<file path="config.mk">
export PLATFORM = sky130hd
export DESIGN_NAME = serial_add_ctrl
export DESIGN_NICKNAME = d
export VERILOG_FILES = /design/src/rtl/serial_add_ctrl.sv
export SDC_FILE = /design/constraint.sdc
export NUM_CORES = 1
export LEC_CHECK = 0
export ABC_AREA = 1
export CORE_MARGIN = 1
export CORE_UTILIZATION = 45
export DETAILED_ROUTE_END_ITERATION = 8
export PLACE_DENSITY = 0.77
export SETUP_SLACK_MARGIN = 0.1
export SYNTH_ARGS = -nofsm -noshare
export SYNTH_HDL_FRONTEND = slang
export SYNTH_SLANG_ARGS = --single-unit
</file>
<file path="constraint.sdc">
create_clock -name clk -period 2.4 [get_ports clk]
set_input_delay 0.48 -clock clk [delete_from_list [all_inputs] [get_ports clk]]
set_output_delay 0.48 -clock clk [all_outputs]
set_load 0.005 [all_outputs]
</file>
<file path="src/rtl/serial_add_ctrl.sv">
// Round-robin scheduler sharing one bit-serial add cell (two half adders plus a
// carry register) between two requesters; returns a W-bit sum and carry tagged with the owner.
module serial_add_ctrl #(
  parameter int W = 8
) (
  input  logic         clk,
  input  logic         rst,
  input  logic         req0,
  input  logic [W-1:0] a0,
  input  logic [W-1:0] b0,
  input  logic         req1,
  input  logic [W-1:0] a1,
  input  logic [W-1:0] b1,
  output logic         gnt0,
  output logic         gnt1,
  output logic         busy,
  output logic         done,
  output logic         owner,
  output logic [W-1:0] sum,
  output logic         cout
);

  localparam int CW = (W > 1) ? $clog2(W) : 1;
  localparam logic [CW-1:0] LAST = CW'(W - 1);

  typedef enum logic [1:0] {
    IDLE = 2'd0,
    RUN  = 2'd1,
    DONE = 2'd2
  } state_t;

  state_t         state_r;
  state_t         state_next_s;
  logic           ptr_r;
  logic           cur_r;
  logic           c_r;
  logic [CW-1:0]  cnt_r;
  logic [W-1:0]   a_sh_r;
  logic [W-1:0]   b_sh_r;
  logic [W-1:0]   a_next_s;
  logic           any_req_s;
  logic           win1_s;
  logic           last_bit_s;
  logic           p_s;
  logic           g_s;
  logic           s_s;
  logic           t_s;
  logic           c_next_s;

  // Shared add cell: half adder 1 on the operand LSBs, half adder 2 folds in the carry.
  always_comb begin
    p_s      = a_sh_r[0] ^ b_sh_r[0];
    g_s      = a_sh_r[0] & b_sh_r[0];
    s_s      = p_s ^ c_r;
    t_s      = p_s & c_r;
    c_next_s = g_s | t_s;
  end

  // Sum bits enter the MSB vacated by the right-shifting a operand, so after W
  // shifts a_sh_r holds the LSB-aligned sum.
  if (W == 1) begin : g_w1
    assign a_next_s = s_s;
  end else begin : g_wn
    assign a_next_s = {s_s, a_sh_r[W-1:1]};
  end

  // Arbitration: both requesting -> pointer wins, otherwise the lone requester.
  always_comb begin
    any_req_s  = req0 | req1;
    last_bit_s = (cnt_r == LAST);
    if (req0 && req1) begin
      win1_s = ptr_r;
    end else if (req1) begin
      win1_s = 1'b1;
    end else begin
      win1_s = 1'b0;
    end
  end

  // Next-state logic.
  always_comb begin
    state_next_s = state_r;
    case (state_r)
      IDLE: begin
        if (any_req_s) begin
          state_next_s = RUN;
        end else begin
          state_next_s = IDLE;
        end
      end
      RUN: begin
        if (last_bit_s) begin
          state_next_s = DONE;
        end else begin
          state_next_s = RUN;
        end
      end
      DONE:    state_next_s = IDLE;
      default: state_next_s = IDLE;
    endcase
  end

  // State register.
  always_ff @(posedge clk) begin
    if (rst) begin
      state_r <= IDLE;
    end else begin
      state_r <= state_next_s;
    end
  end

  // Datapath, arbitration pointer and registered outputs.
  always_ff @(posedge clk) begin
    if (rst) begin
      ptr_r  <= 1'b0;
      cur_r  <= 1'b0;
      c_r    <= 1'b0;
      cnt_r  <= '0;
      a_sh_r <= '0;
      b_sh_r <= '0;
      gnt0   <= 1'b0;
      gnt1   <= 1'b0;
      busy   <= 1'b0;
      done   <= 1'b0;
      owner  <= 1'b0;
      sum    <= '0;
      cout   <= 1'b0;
    end else begin
      gnt0 <= 1'b0;
      gnt1 <= 1'b0;
      done <= 1'b0;
      case (state_r)
        IDLE: begin
          if (any_req_s) begin
            a_sh_r <= win1_s ? a1 : a0;
            b_sh_r <= win1_s ? b1 : b0;
            c_r    <= 1'b0;
            cnt_r  <= '0;
            cur_r  <= win1_s;
            ptr_r  <= ~win1_s;
            gnt0   <= ~win1_s;
            gnt1   <= win1_s;
            busy   <= 1'b1;
          end
        end
        RUN: begin
          a_sh_r <= a_next_s;
          b_sh_r <= b_sh_r >> 1'b1;
          c_r    <= c_next_s;
          cnt_r  <= cnt_r + CW'(1);
          if (last_bit_s) begin
            sum   <= a_next_s;
            cout  <= c_next_s;
            owner <= cur_r;
            done  <= 1'b1;
          end
        end
        DONE: begin
          busy <= 1'b0;
        end
        default: begin
          busy <= 1'b0;
        end
      endcase
    end
  end

endmodule
</file>
==> results of run 1 <==
area by class of cell:
type / count / area (um2)
Inverter: 25 / 93.84
Sequential cell: 38 / 760.7
Multi-Input combinational cell: 206 / 930.9
Timing Repair Buffer: 53 / 533.0
Tap cell: 50 / 62.56
Clock buffer: 6 / 82.58
Fill cell: 383 / 1565
cells by family after synthesis:
group           count (synthesis)  synth area share (%)
buf+inv                        45                 10.58
simple gates                  168                 36.84
flops                          38                 40.21
compound gates                 35                 9.987
fa+ha+maj                       3                 2.381
cells in the mapped netlist:
cell      instances  area, um2
inv_1            23      86.33
buf_2            10      50.05
buf_6             1      11.26
nor2_1           50      187.7
o31ai_1           1      7.510
inv_2             2      7.510
o21ai_4           1      16.27
nand2_1          72      270.3
nor2_2            1      6.260
dfxtp_1          38      760.7
nor2_4            1      11.26
o21ai_0           1      5.000
nand2_2           1      6.260
buf_4             3      22.52
clkbuf_1          6      22.52
fa_1              1      20.02
ha_1              2      25.02
a21oi_1          32      160.2
nand3_1          43      215.2
where the power goes:
group	internal, uW	switching, uW	leakage (uW)
Sequential	676	27.7	0.000311
Combinational	139	179	0.000758
Clock	221	207	0.0000431
Total	1040	413	0.00111
per-layer routing:
layer  up-vias  GRT usage (%)  share of wire [%]
met2        42          34.47                 48
met3         5          6.849                4.9
met1       815          24.55                 46
met4         0          5.319               0.93
met5         -              0                  0
li1        985              -                  -
flip-flops by register name, summed over array words and instances (netlist names), 2 cells and up:
name     flops
sum          8
b_sh_r       8
cnt_r        3
state_r      2
a_sh_r       8
worst register-to-register path, cell delays in order, from the launching register on:
cell	delay, ns
dfxtp_1	0.31
inv_2	0.09
nand2_2	0.22
inv_2	0.46
nand2_1	0.39
nand2_1	0.15
a21oi_1	0.07
worst paths after layout:
check,depth (start not counted),to,startpoint,slack [ns]
hold / removal,2,sum[5]$_SDFFE_PP0P_,sum[5]$_SDFFE_PP0P_,0.46
setup reg to reg,6,cout$_SDFFE_PP0P_,state_r[1]$_SDFF_PP0_,0.60
setup / recovery,6,cout$_SDFFE_PP0P_,state_r[1]$_SDFF_PP0_,0.60
hold reg to reg,2,sum[5]$_SDFFE_PP0P_,sum[5]$_SDFFE_PP0P_,0.46
through the flow:
stage / std cells / hold WS, ns
floorplan: 289 / 0.4263
global placement: 372 / 0.4518
detailed placement: 372 / 0.4541
CTS: 378 / 0.4648
global route: 378 / 0.4825
finish: 378 / 0.4588
==> run metrics, run 1 <==
status complete, no violations; largest net degree at the start of global routing 33; CP Launch Type flip-flop; CP delay by family, top simple AND/OR/NAND/NOR gates; iteration count of the initial detailed-routing pass 5; # IOs 50; gr usage total 20.42%; Slowest-stage cell, CP inv_2; library cells used by synthesis 19; CP endpoint kind flip-flop; final WL 4081 um; Leak 0.001112 uW; Cell Pwr Density 588.5 nW/um2; Synthesis Warnings 0; Critical Path RT 2.57 ns; vias per inst 4.886; Final setup viols 0; Post-CTS Setup Inserts 0; slew margin rel. 67.45%; layout cells sized above 1 4.878%; Crit path largest cell delay 0.45 ns; grt ovf 0; Mean Syn Cell Area 6.546 um2; DR iter-0 viols 114; Least-Margin Pin Slew 0.4876 ns; final hold violations 0; CTS tree done; Place WS 0.4745 ns; worst endpoint data arrival time 1.98 ns; placed cell areas 2381 um2; f_max 554.3 MHz; Final HPWL DP 2900 um; first-pass GRT wire length 6865 um; Seq cells post-synth 38; RSZ-0062 raised after global routing no; total CTS buffers 5; Clock Tree Buf Depth 2; CTS Root Cell clkbuf_8; Max-Cap Viols 0; initial antenna violation count 0; CP Class reg2reg; sequential share of the synthesized area 40.21%; period utilization 75.17%; initial core utilization 46.96%; antenna viol nets, final 0; Post-Route Setup TNS 0 ns; Port-buffer cells 49; Tightest Hold Check Type reg2reg; die height 66.84 um; drt drc 0; Netlist Area Pre-Place 1892 um2; clk_skew 0.005936 ns; max-slew violations 0; Core Area 4029 um2; fin crit period 1.804 ns; Gate Count Post-Synth 289; setup ws final 0.5960 ns; Crit path buffers/inverters 2; clk slew on worst S/H paths 0.07 ns; htree depth 2; vias in the first global route 1602; die area 4468 um2; Crit Path Max Fanout 31; Max IR drop VDD 0.0002700 V; # diodes 0; post-synthesis net count 328; WL per Instance 10.80 um; nets 368; commonest non-fill, non-tap cells in the layout nand2_1 (72), nor2_1 (50), clkdlybuf4s50_1 (49); CTS sink cnt 38; Hold Buf Count CTS 0; routability cong. 0.8695; die width 66.84 um; Layout Area Growth over Synthesis 30.22%; post-CTS sizing 0; Core Util, Final 61.15%; via count 1847; total power 1450 uW; fin area 2464 um2; Skew-Pair Late Insertion Delay 0.29 ns; most common cell after layout, fill and taps aside nand2_1; Row Count 23; crit-path cells inv_2, nand2_2, inv_2, nand2_1, nand2_1, a21oi_1
No activity file was read; power rests on OpenSTA's default activity.
==> run 2, diff against run 1 <==
CORE_UTILIZATION = 43   (was 45)
clock period = 1.5 ns   (was 2.4 ns; I/O delays follow)
==> run metrics, run 2 (same netlist as run 1, synthesis figures left out) <==
status complete, no violations; via count 1891 (+2.4%); Tightest Hold Check Type reg2reg; nets 377 (+2.4%); first-pass GRT wire length 7079 um (+3.1%); R2R depth 5 (-1); htree depth 2 (unchanged); DR iter-0 viols 70 (-39%); final WL 4414 um (+8.2%); fin cells 389 (+2.9%); crit-path cells clkdlybuf4s50_1, nor2_1, nor2_2, buf_4, nand2_1, nor2_1, nor2_1, nor2_1; max-slew violations 0 (unchanged); # IOs 50 (unchanged); clk slew on worst S/H paths 0.07 ns (about the same); Largest regs a_sh_r x8, b_sh_r x8, sum x8; iteration count of the initial detailed-routing pass 4 (-1); Internal 1856 uW (+79%); vias in the first global route 1686 (+5.2%); # diodes 0 (unchanged); CP Class in2reg; CTS Root Cell clkbuf_8; commonest non-fill, non-tap cells in the layout nand2_1 (71), nor2_1 (50), nand3_1 (43); die area 4669 um2 (+4.5%); WL met3 144 um (-28%); Port-buffer cells 49 (unchanged); CTS sink cnt 38 (unchanged); Row Count 23 (unchanged); Least-Margin Pin Slew 0.2319 ns (-0.2556 ns); Final setup viols 0 (unchanged); antenna viol nets, final 0 (unchanged); CP endpoint kind flip-flop; r2r endpoint a_sh_r[7]$_SDFFE_PP0P_; drt drc 0 (unchanged); Skew-Pair Late Insertion Delay 0.30 ns (about the same); Layout Area Growth over Synthesis 38.49%; Max-Cap Viols 0 (unchanged); combinational power share 22.5% (+0.6 points); critical path endpoint b_sh_r[0]$_SDFFE_PP0P_; gr usage total 20.64% (+0.22 points); Core Area 4115 um2 (+2.1%); grt ovf 0 (unchanged); period utilization 86.32%; Leak 0.001264 uW (+14%); worst hold path depth 2 (unchanged); Critical Path RT 1.73 ns (-0.84 ns); layout cells sized above 1 9.735% (+4.9 points); worst endpoint data arrival time 1.53 ns (-0.45 ns); M1 WL 1998 um (+6.3%); Crit Path Max Fanout 8 (-74%); Post-Place Cells 380 (+2.2%); CP startpoint req0; total power 2590 uW (+79%); largest net degree at the start of global routing 34 (+3.0%); most common cell after layout, fill and taps aside nand2_1; Clock Power Share 34.0% (+4.5 points); most used cell, CP nor2_1; P_sw 733.4 uW (+77%); met2 WL 2201 um (+12%); Max IR drop VDD 0.0004436 V (+64%); Slowest-stage cell, CP clkdlybuf4s50_1; fin crit period 1.295 ns; Switching Share 28.32% (-0.19 points); Worst R2R Start b_sh_r[0]$_SDFFE_PP0P_; CP Launch Type input pin; die height 68.33 um (+2.2%); Clock Tree Buf Depth 2 (unchanged); Sequential Power Share 43.5% (-5.0 points); clk_skew 0.008378 ns (+0.002443 ns); die width 68.33 um (+2.2%); routability cong. 0.8344 (-4.0%); setup slack, reg-to-reg 0.22 ns (-0.38 ns); uppermost layer routed met4; CTS tree done; slew margin rel. 84.48% (+17 points); WL per Instance 11.35 um (+5.1%); hold slack 0.4565 ns (-0.002379 ns); Cell Pwr Density 988.4 nW/um2 (+68%); Hold Startpoint ptr_r$_SDFFE_PP0N_; f_max 772.3 MHz; initial core utilization 45.97% (-0.99 points); vias per inst 4.861 (-0.51%); initial antenna violation count 0 (unchanged); Crit path largest cell delay 0.51 ns (+0.06 ns); Hold Buf Count CTS 0 (unchanged); RSZ-0062 raised after global routing no; total CTS buffers 5 (unchanged); Final HPWL DP 3170 um (+9.3%); final hold violations 0 (unchanged); Core Util, Final 63.67% (+2.5 points)
-- run 2: what timing repair did --
item                       in CTS  in global routing
resized for setup              18                  2
setup buffers                   0                  1
pin swaps                       0                  1
setup endpoints to repair      13                 26
-- run 2: layer usage --
metal / vias to the layer above / GRT usage, %
li1: 1004 / -
met1: 852 / 21.85
met2: 30 / 38.36
met3: 5 / 5.500
met4: 0 / 7.813
met5: - / 0
-- run 2: layout make-up --
class                           instances  area (um2)
Inverter                               25       93.84
Clock buffer                            5       68.82
Tap cell                               50       62.56
Fill cell                             381        1495
Timing Repair Buffer                   62       649.4
Clock inverter                          3       45.04
Sequential cell                        38       767.0
Multi-Input combinational cell        206       933.4
-- run 2: critical path, delay by kind of cell --
kind | cells | cell delay (ns)
buffers and inverters | 2 | 0.70
AND/OR/NAND/NOR | 6 | 0.52
-- run 2: how the worst min path moves through the flow --
stage / endpoint / slack (ns)
floorplan: ptr_r$_SDFFE_PP0N_ / 0.43
global placement: ptr_r$_SDFFE_PP0N_ / 0.44
detailed placement: ptr_r$_SDFFE_PP0N_ / 0.45
CTS: ptr_r$_SDFFE_PP0N_ / 0.46
global route: b_sh_r[7]$_SDFFE_PP0P_ / 0.48
finish: ptr_r$_SDFFE_PP0N_ / 0.46
-- run 2: power groups by stage --
stage,Combinational [uW],Clock (uW),Sequential (uW)
6_report,582,882,1130
3_3_place_gp,569,0,1150
2_1_floorplan,352,0,1140
3_5_place_dp,580,0,1150
4_1_cts,580,899,1130
5_1_grt,645,939,1140
-- run 2: metrics by stage --
step,instance area [um2],setup TNS [ns],setup WS [ns]
after detailed placement,2491,-2.661,-0.1928
after CTS,2595,0,0.1018
final,2620,0,0.2052
after global placement,2491,-2.186,-0.1526
after floorplan,1892,0,0.3053
after global routing,2620,0,0.1230
